**src/rtl/rs_pipeline_pkg.sv**
```systemverilog
// ----------------------------------------------------------------------------
// rs_pipeline_pkg
// Shared constants and helpers for the relay-station credit controller.
//   DATA_WIDTH : default payload width in bits
//   PIPE_LEVEL : default forward latency of the external relay-station pipeline
//   DEPTH      : default tail FIFO depth, which is also the initial credit count
//   clog2()    : ceil(log2(value)), used to size counters and pointers
// ----------------------------------------------------------------------------
package rs_pipeline_pkg;

    localparam int DATA_WIDTH = 32;
    localparam int PIPE_LEVEL = 4;
    localparam int DEPTH      = 8;

    // Number of bits needed to index 'value' distinct items (0 for value <= 1).
    function automatic int clog2(input int value);
        int result;
        result = 0;
        for (int v = value - 1; v > 0; v = v >> 1) begin
            result = result + 1;
        end
        return result;
    endfunction

endpackage

```
**src/rtl/rs_credit_fifo.sv**
```systemverilog
// ----------------------------------------------------------------------------
// rs_credit_fifo
// First-word-fall-through tail FIFO that absorbs everything the relay-station
// pipeline delivers. The credit scheme upstream guarantees room, so a write
// into a full FIFO is a system fault: the word is dropped and a sticky
// overflow flag is raised.
// Ports:
//   clk, reset    : clock, asynchronous active-high reset
//   wr_valid      : tail word valid (written every cycle it is high)
//   wr_data       : tail word
//   rd_en         : consumer read strobe (ignored while empty)
//   rd_data       : word at the read pointer, valid while empty_n is high
//   empty_n       : registered "FIFO holds at least one word"
//   overflow_err  : sticky, set when a write hits a full FIFO
// ----------------------------------------------------------------------------
module rs_credit_fifo
    import rs_pipeline_pkg::clog2;
#(
    parameter int DATA_WIDTH = rs_pipeline_pkg::DATA_WIDTH,
    parameter int DEPTH      = rs_pipeline_pkg::DEPTH
) (
    input  logic                  clk,
    input  logic                  reset,
    input  logic                  wr_valid,
    input  logic [DATA_WIDTH-1:0] wr_data,
    input  logic                  rd_en,
    output logic [DATA_WIDTH-1:0] rd_data,
    output logic                  empty_n,
    output logic                  overflow_err
);

    localparam int PTR_W = clog2(DEPTH);
    localparam int CNT_W = clog2(DEPTH + 1);

    localparam logic [PTR_W-1:0] LAST_PTR  = PTR_W'(DEPTH - 1);
    localparam logic [CNT_W-1:0] DEPTH_CNT = CNT_W'(DEPTH);

    logic [DATA_WIDTH-1:0] mem [DEPTH];
    logic [PTR_W-1:0]      rd_ptr;
    logic [PTR_W-1:0]      wr_ptr;
    logic [CNT_W-1:0]      count;
    logic [CNT_W-1:0]      count_next;
    logic                  full;
    logic                  do_read;
    logic                  do_write;

    // Explicit wrap so non-power-of-two depths stay in range.
    function automatic logic [PTR_W-1:0] ptr_inc(input logic [PTR_W-1:0] ptr);
        return (ptr == LAST_PTR) ? '0 : ptr + PTR_W'(1);
    endfunction

    assign full     = (count == DEPTH_CNT);
    assign do_read  = rd_en & empty_n;
    // A full FIFO drops the incoming word even if a read frees a slot in the
    // same cycle; reaching this point already means credits were violated.
    assign do_write = wr_valid & ~full;

    always_comb begin
        // NOTE: default first so every path assigns count_next and no latch is inferred.
        count_next = count;
        unique case ({do_write, do_read})
            2'b10:   count_next = count + CNT_W'(1);
            2'b01:   count_next = count - CNT_W'(1);
            default: count_next = count;
        endcase
    end

    always_ff @(posedge clk or posedge reset) begin
        if (reset) begin
            rd_ptr       <= '0;
            wr_ptr       <= '0;
            count        <= '0;
            empty_n      <= 1'b0;
            overflow_err <= 1'b0;
        end else begin
            // NOTE: non-blocking assignments so every register samples pre-edge values.
            if (do_read) begin
                rd_ptr <= ptr_inc(rd_ptr);
            end
            if (do_write) begin
                wr_ptr <= ptr_inc(wr_ptr);
            end
            count   <= count_next;
            empty_n <= (count_next != '0);
            if (wr_valid && full) begin
                overflow_err <= 1'b1;
            end
        end
    end

    // NOTE: storage is deliberately not reset; empty_n guards stale contents.
    always_ff @(posedge clk) begin
        if (do_write) begin
            mem[wr_ptr] <= wr_data;
        end
    end

    assign rd_data = mem[rd_ptr];

endmodule

```
**src/rtl/rs_pipeline_credit_ctrl.sv**
```systemverilog
// ----------------------------------------------------------------------------
// rs_pipeline_credit_ctrl
// Credit-based flow control around an external relay-station FF pipeline.
// The producer may only launch a word while a credit is available; each word
// launched consumes a credit and each word the consumer reads from the tail
// FIFO returns one, so the FIFO can never be overrun in a correct system.
// Ports:
//   clk, reset     : clock, asynchronous active-high reset
//   if_din         : producer payload
//   if_write       : producer write strobe
//   if_full_n      : high when at least one credit is available
//   pp_head_din    : registered payload to the pipeline head
//   pp_head_valid  : registered accepted write to the pipeline head
//   pp_tail_dout   : payload from the pipeline tail
//   pp_tail_valid  : valid from the pipeline tail
//   if_dout        : FIFO head word, valid while if_empty_n is high
//   if_empty_n     : FIFO holds at least one word
//   if_read        : consumer read strobe
//   idle           : all credits home (nothing in flight or buffered)
//   overflow_err   : sticky tail FIFO overflow flag
// ----------------------------------------------------------------------------
module rs_pipeline_credit_ctrl
    import rs_pipeline_pkg::clog2;
#(
    parameter int DATA_WIDTH = rs_pipeline_pkg::DATA_WIDTH,
    parameter int PIPE_LEVEL = rs_pipeline_pkg::PIPE_LEVEL,
    parameter int DEPTH      = rs_pipeline_pkg::DEPTH
) (
    input  logic                  clk,
    input  logic                  reset,
    input  logic [DATA_WIDTH-1:0] if_din,
    input  logic                  if_write,
    output logic                  if_full_n,
    output logic [DATA_WIDTH-1:0] pp_head_din,
    output logic                  pp_head_valid,
    input  logic [DATA_WIDTH-1:0] pp_tail_dout,
    input  logic                  pp_tail_valid,
    output logic [DATA_WIDTH-1:0] if_dout,
    output logic                  if_empty_n,
    input  logic                  if_read,
    output logic                  idle,
    output logic                  overflow_err
);

    // The FIFO must cover at least the words that can be in flight.
    if (DEPTH < PIPE_LEVEL + 1 || DEPTH > 256) begin : g_bad_depth
        $error("rs_pipeline_credit_ctrl: DEPTH must be in PIPE_LEVEL+1 .. 256");
    end

    localparam int CRED_W = clog2(DEPTH + 1);
    localparam logic [CRED_W-1:0] FULL_CREDITS = CRED_W'(DEPTH);

    logic [CRED_W-1:0] credits;
    logic [CRED_W-1:0] credits_next;
    logic              accept_write;
    logic              accept_read;

    assign accept_write = if_write & if_full_n;
    assign accept_read  = if_read & if_empty_n;

    // Writes are gated by if_full_n, so credits cannot drop below zero; reads
    // only return credits that a write consumed, so they cannot exceed DEPTH.
    always_comb begin
        credits_next = credits;
        unique case ({accept_write, accept_read})
            2'b10:   credits_next = credits - CRED_W'(1);
            2'b01:   credits_next = credits + CRED_W'(1);
            default: credits_next = credits;
        endcase
    end

    always_ff @(posedge clk or posedge reset) begin
        if (reset) begin
            credits       <= FULL_CREDITS;
            if_full_n     <= 1'b1;
            idle          <= 1'b1;
            pp_head_valid <= 1'b0;
            pp_head_din   <= '0;
        end else begin
            credits       <= credits_next;
            if_full_n     <= (credits_next != '0);
            idle          <= (credits_next == FULL_CREDITS);
            pp_head_valid <= accept_write;
            pp_head_din   <= if_din;
        end
    end

    rs_credit_fifo #(
        .DATA_WIDTH (DATA_WIDTH),
        .DEPTH      (DEPTH)
    ) u_tail_fifo (
        .clk          (clk),
        .reset        (reset),
        .wr_valid     (pp_tail_valid),
        .wr_data      (pp_tail_dout),
        .rd_en        (if_read),
        .rd_data      (if_dout),
        .empty_n      (if_empty_n),
        .overflow_err (overflow_err)
    );

endmodule

```
**config.mk**
```make
export PLATFORM = sky130hd
export DESIGN_NAME = rs_pipeline_credit_ctrl
export DESIGN_NICKNAME = d
export VERILOG_FILES = /design/src/rtl/rs_pipeline_pkg.sv /design/src/rtl/rs_credit_fifo.sv /design/src/rtl/rs_pipeline_credit_ctrl.sv
export SDC_FILE = /design/constraint.sdc
export NUM_CORES = 1
export LEC_CHECK = 0
export BUFFER_PORTS_ARGS = -buffer_cell sky130_fd_sc_hd__buf_2
export CAP_MARGIN = 20
export CORE_ASPECT_RATIO = 0.6
export CORE_MARGIN = 4
export CORE_UTILIZATION = 45
export CTS_CLUSTER_DIAMETER = 200
export DETAILED_ROUTE_END_ITERATION = 8
export PLACE_DENSITY = 0.79
export SLEW_MARGIN = 20
export SYNTH_ARGS = -nofsm -noshare
export SYNTH_HDL_FRONTEND = slang
export SYNTH_HIERARCHICAL = 1
export SYNTH_SLANG_ARGS = --single-unit
```
**constraint.sdc**
```tcl
create_clock -name clk -period 4.6 [get_ports clk]
set_input_delay 0.23 -clock clk [delete_from_list [all_inputs] [get_ports clk]]
set_output_delay 0.23 -clock clk [all_outputs]
set_load 0.005 [all_outputs]
```
==> metrics.yaml <==
crit_slowest_cell: "nor4b_1"
status: "finished, final reports clean"
final_core_util_pct: 56.0
hpwl_mm: 13.8
grt_overflow: 0
path_buf_inv: 0
die_x_um: 215
grtUsageMet1_pct: 24.0
start_kind: "flip-flop"
grt_use_total_pct: 16.9
cp_top_family: "simple AND/OR/NAND/NOR gates"
drc_errors: 0
ys_seq_area_share_pct: 77.6
cts_made_buffers: 28
placed_area_um2: 12700
layout-drive-gt1-share_pct: 40.2
crit_path_max_fanout: 10
postCtsSetupRepairBufs: 0
drt_iter0_markers: 529
start_util_pct: 45.7
dieArea_um2: 28400
busiest_layer: "met2"
drt_first_pass_iters: 4
ctsResizeCount: 0
cts_tree: "yes"
r2r_cells: 9
htree_levels: 1
fin_ws_ps: 1190
clock_latency_ps: 530
ys_seq_elements: 307
hold_path_class: "in -> reg"
pin_count: 138
yosysWarnings: 6
period_share_pct: 74.1
ir_drop_mv: 0.285
drt_wl_total_mm: 23.7
max_stage_delay_ps: 540
cap_violations: 0
critPathKind: "reg -> reg"
period_needed_ps: 3410
use_met3_pct: 2.90
regToRegEndpoint: "u_tail_fifo/empty_n"
cts_root_buf: "clkbuf_16"
yosys.area.top_type_share_pct: 66.5
first_global_vias: 6236
vias: 5836
slew_headroom_pct: 27.7
crit_required_ps: 5000
end_kind: "flip-flop"
hp-start: "if_read"
cellPowerDensity_nw_per_um2: 584
place_inst: 968
cp_cell_sequence: "nor4b_1, nand2b_1, ha_1, xor2_1, ha_1, a21oi_2, mux2i_1, xnor2_1, or4b_1"
final_cells: 1086
ant_nets: 0
fill_cells: 1790
reg2reg_from: "u_tail_fifo/count[0]"
min_to: "u_tail_fifo/rd_ptr[1]"
synth_top_cell_by_area: "edfxtp_1"
synth_nets: 592
rows: 45
syn_area_um2: 11600
routabilityCongestion: 0.787
syn_avg_cell_area_um2: 22.6
area_growth_pct: 22.5
dp_slack_ps: 1290
cpMostUsedCell: "ha_1"
timing.hold.ws_ps: 174
antenna_cells: 0
final_nets: 816
core_area_um2: 25300
max_freq_mhz: 293
worstMarginPinSlew_ps: 1080
r2r_slack_ps: 1190
viasPerCell: 5.37
finalHoldViolations: 0
rsz0062_at_grt: "false"
grt_pass1_wl_mm: 37.1
cts.clk_slew.worst_paths_ps: 60
groute.layer.met2.usage_pct: 27.8
p_leak_nw: 5.01
setup_viol: 0
power_mw: 8.27
die_y_um: 132
clock_skew_ps: 7.58
slew_viol_final: 0
grt_max_degree: 40
arrival_ps: 3810
ys_top_cells_by_area: "edfxtp_1, mux4_2, dfrtp_1"
antenna_found_initial: 1
cts_hold_repair.buffers: 67
synthCells: 512
port_buffers: 137
post_synth_num_cell_types: 39
worstHoldPathCells: 3
design_area_um2: 14200
clockBufferDepth: 3
cts.sinks: 307
tns_ps: 0
wl_per_cell_um: 21.9
==> tightest hold or removal path, stage by stage <==
cell,delay [ps]
buf_2,110
nand2_1,200
o21ai_0,130
==> state kept, by name, indices dropped and copies added, names as in the netlist <==
register and cells:
u_tail_fifo/overflow_err 1, if_full_n 1, idle 1, u_tail_fifo/mem 256, u_tail_fifo/wr_ptr 3, u_tail_fifo/count 4
pp_head_din 32, credits 4, pp_head_valid 1, u_tail_fifo/rd_ptr 3, u_tail_fifo/empty_n 1
==> worst max-delay path by stage <==
stage	slack [ps]	from	cells after the start	end
3_3_place_gp	1610	u_tail_fifo/count[0]	9	u_tail_fifo/empty_n
4_1_cts	1260	u_tail_fifo/count[0]	9	u_tail_fifo/empty_n
5_1_grt	940	u_tail_fifo/count[0]	9	u_tail_fifo/empty_n
3_5_place_dp	1290	u_tail_fifo/count[0]	9	u_tail_fifo/empty_n
2_1_floorplan	190	u_tail_fifo/count[3]	4	u_tail_fifo/mem[0][0]
6_report	1190	u_tail_fifo/count[0]	9	u_tail_fifo/empty_n
==> Yosys cell counts (all sizes together) <==
cell type and count:
nand3b 1, dfrtp 48, nor4b 3, nor2b 2, nand2 7, nor3b 2, edfxtp 256, fa 1
a22oi 1, nor4 1, or4b 2, a21o 3, o21ai 3, dfstp 3, mux2 39, a21oi 2
nand2b 5, mux4 64, a211oi 1, xnor2 4, o211ai 1, xor2 2, nand3 3, and3b 1
o31a 1, mux2i 2, nor2 9, nor3 6, ha 10, clkbuf 8, a31oi 1, buf 14
and2 1, inv 5
==> placed cells by master, fill, tap and decap left out, drive strengths merged, types with 2 or more instances in the layout <==
| cell type | instances |
|---|---|
| mux2i | 2 |
| ha | 10 |
| clkbuf | 35 |
| xor2 | 2 |
| dfrtp | 48 |
| edfxtp | 256 |
| nand2 | 7 |
| nor3b | 2 |
| nor3 | 6 |
| a21oi | 2 |
| nor4b | 3 |
| nand2b | 5 |
| or4b | 2 |
| a21o | 3 |
| dfstp | 3 |
| nand3 | 3 |
| o21ai | 3 |
| buf | 149 |
| clkinvlp | 2 |
| mux2 | 39 |
| nor2 | 9 |
| clkinv | 14 |
| xnor2 | 4 |
| dlygate4sd3 | 67 |
| nor2b | 2 |
| inv | 5 |
| mux4 | 64 |
==> layer usage <==
layer,vias up,wire length (um)
met4,2,446
met1,3112,10300
li1,2540,-
met3,39,1160
met5,-,7
met2,143,11800
==> area by class of cell <==
type                       count  area [um2]  area share, %
clock inverter                16        81.3          0.574
tap                          329         412           2.91
multi-input combinational    178        2480           17.5
inverter                       5        18.8          0.133
clock buffer                  35         748           5.29
sequential                   307        8970           63.4
timing repair buffer         216        1450           10.2
==> kinds of logic after synthesis <==
logic type | count (synthesis) | share of synthesized area [%]
compound gates | 13 | 0.769
xor+xnor | 6 | 0.455
fa+ha+maj | 11 | 1.26
buf+inv | 27 | 1.36
flops | 307 | 77.6
mux | 105 | 16.5
simple gates | 43 | 2.09
==> where the power goes <==
part           switching [mW]  total (mW)  internal, mW  leakage (nW)
Sequential              0.404        3.89          3.49          2.91
Combinational            1.05        2.28          1.24          1.70
Clock                   0.943        2.09          1.15         0.406
Power figures use the tool's default switching activity.
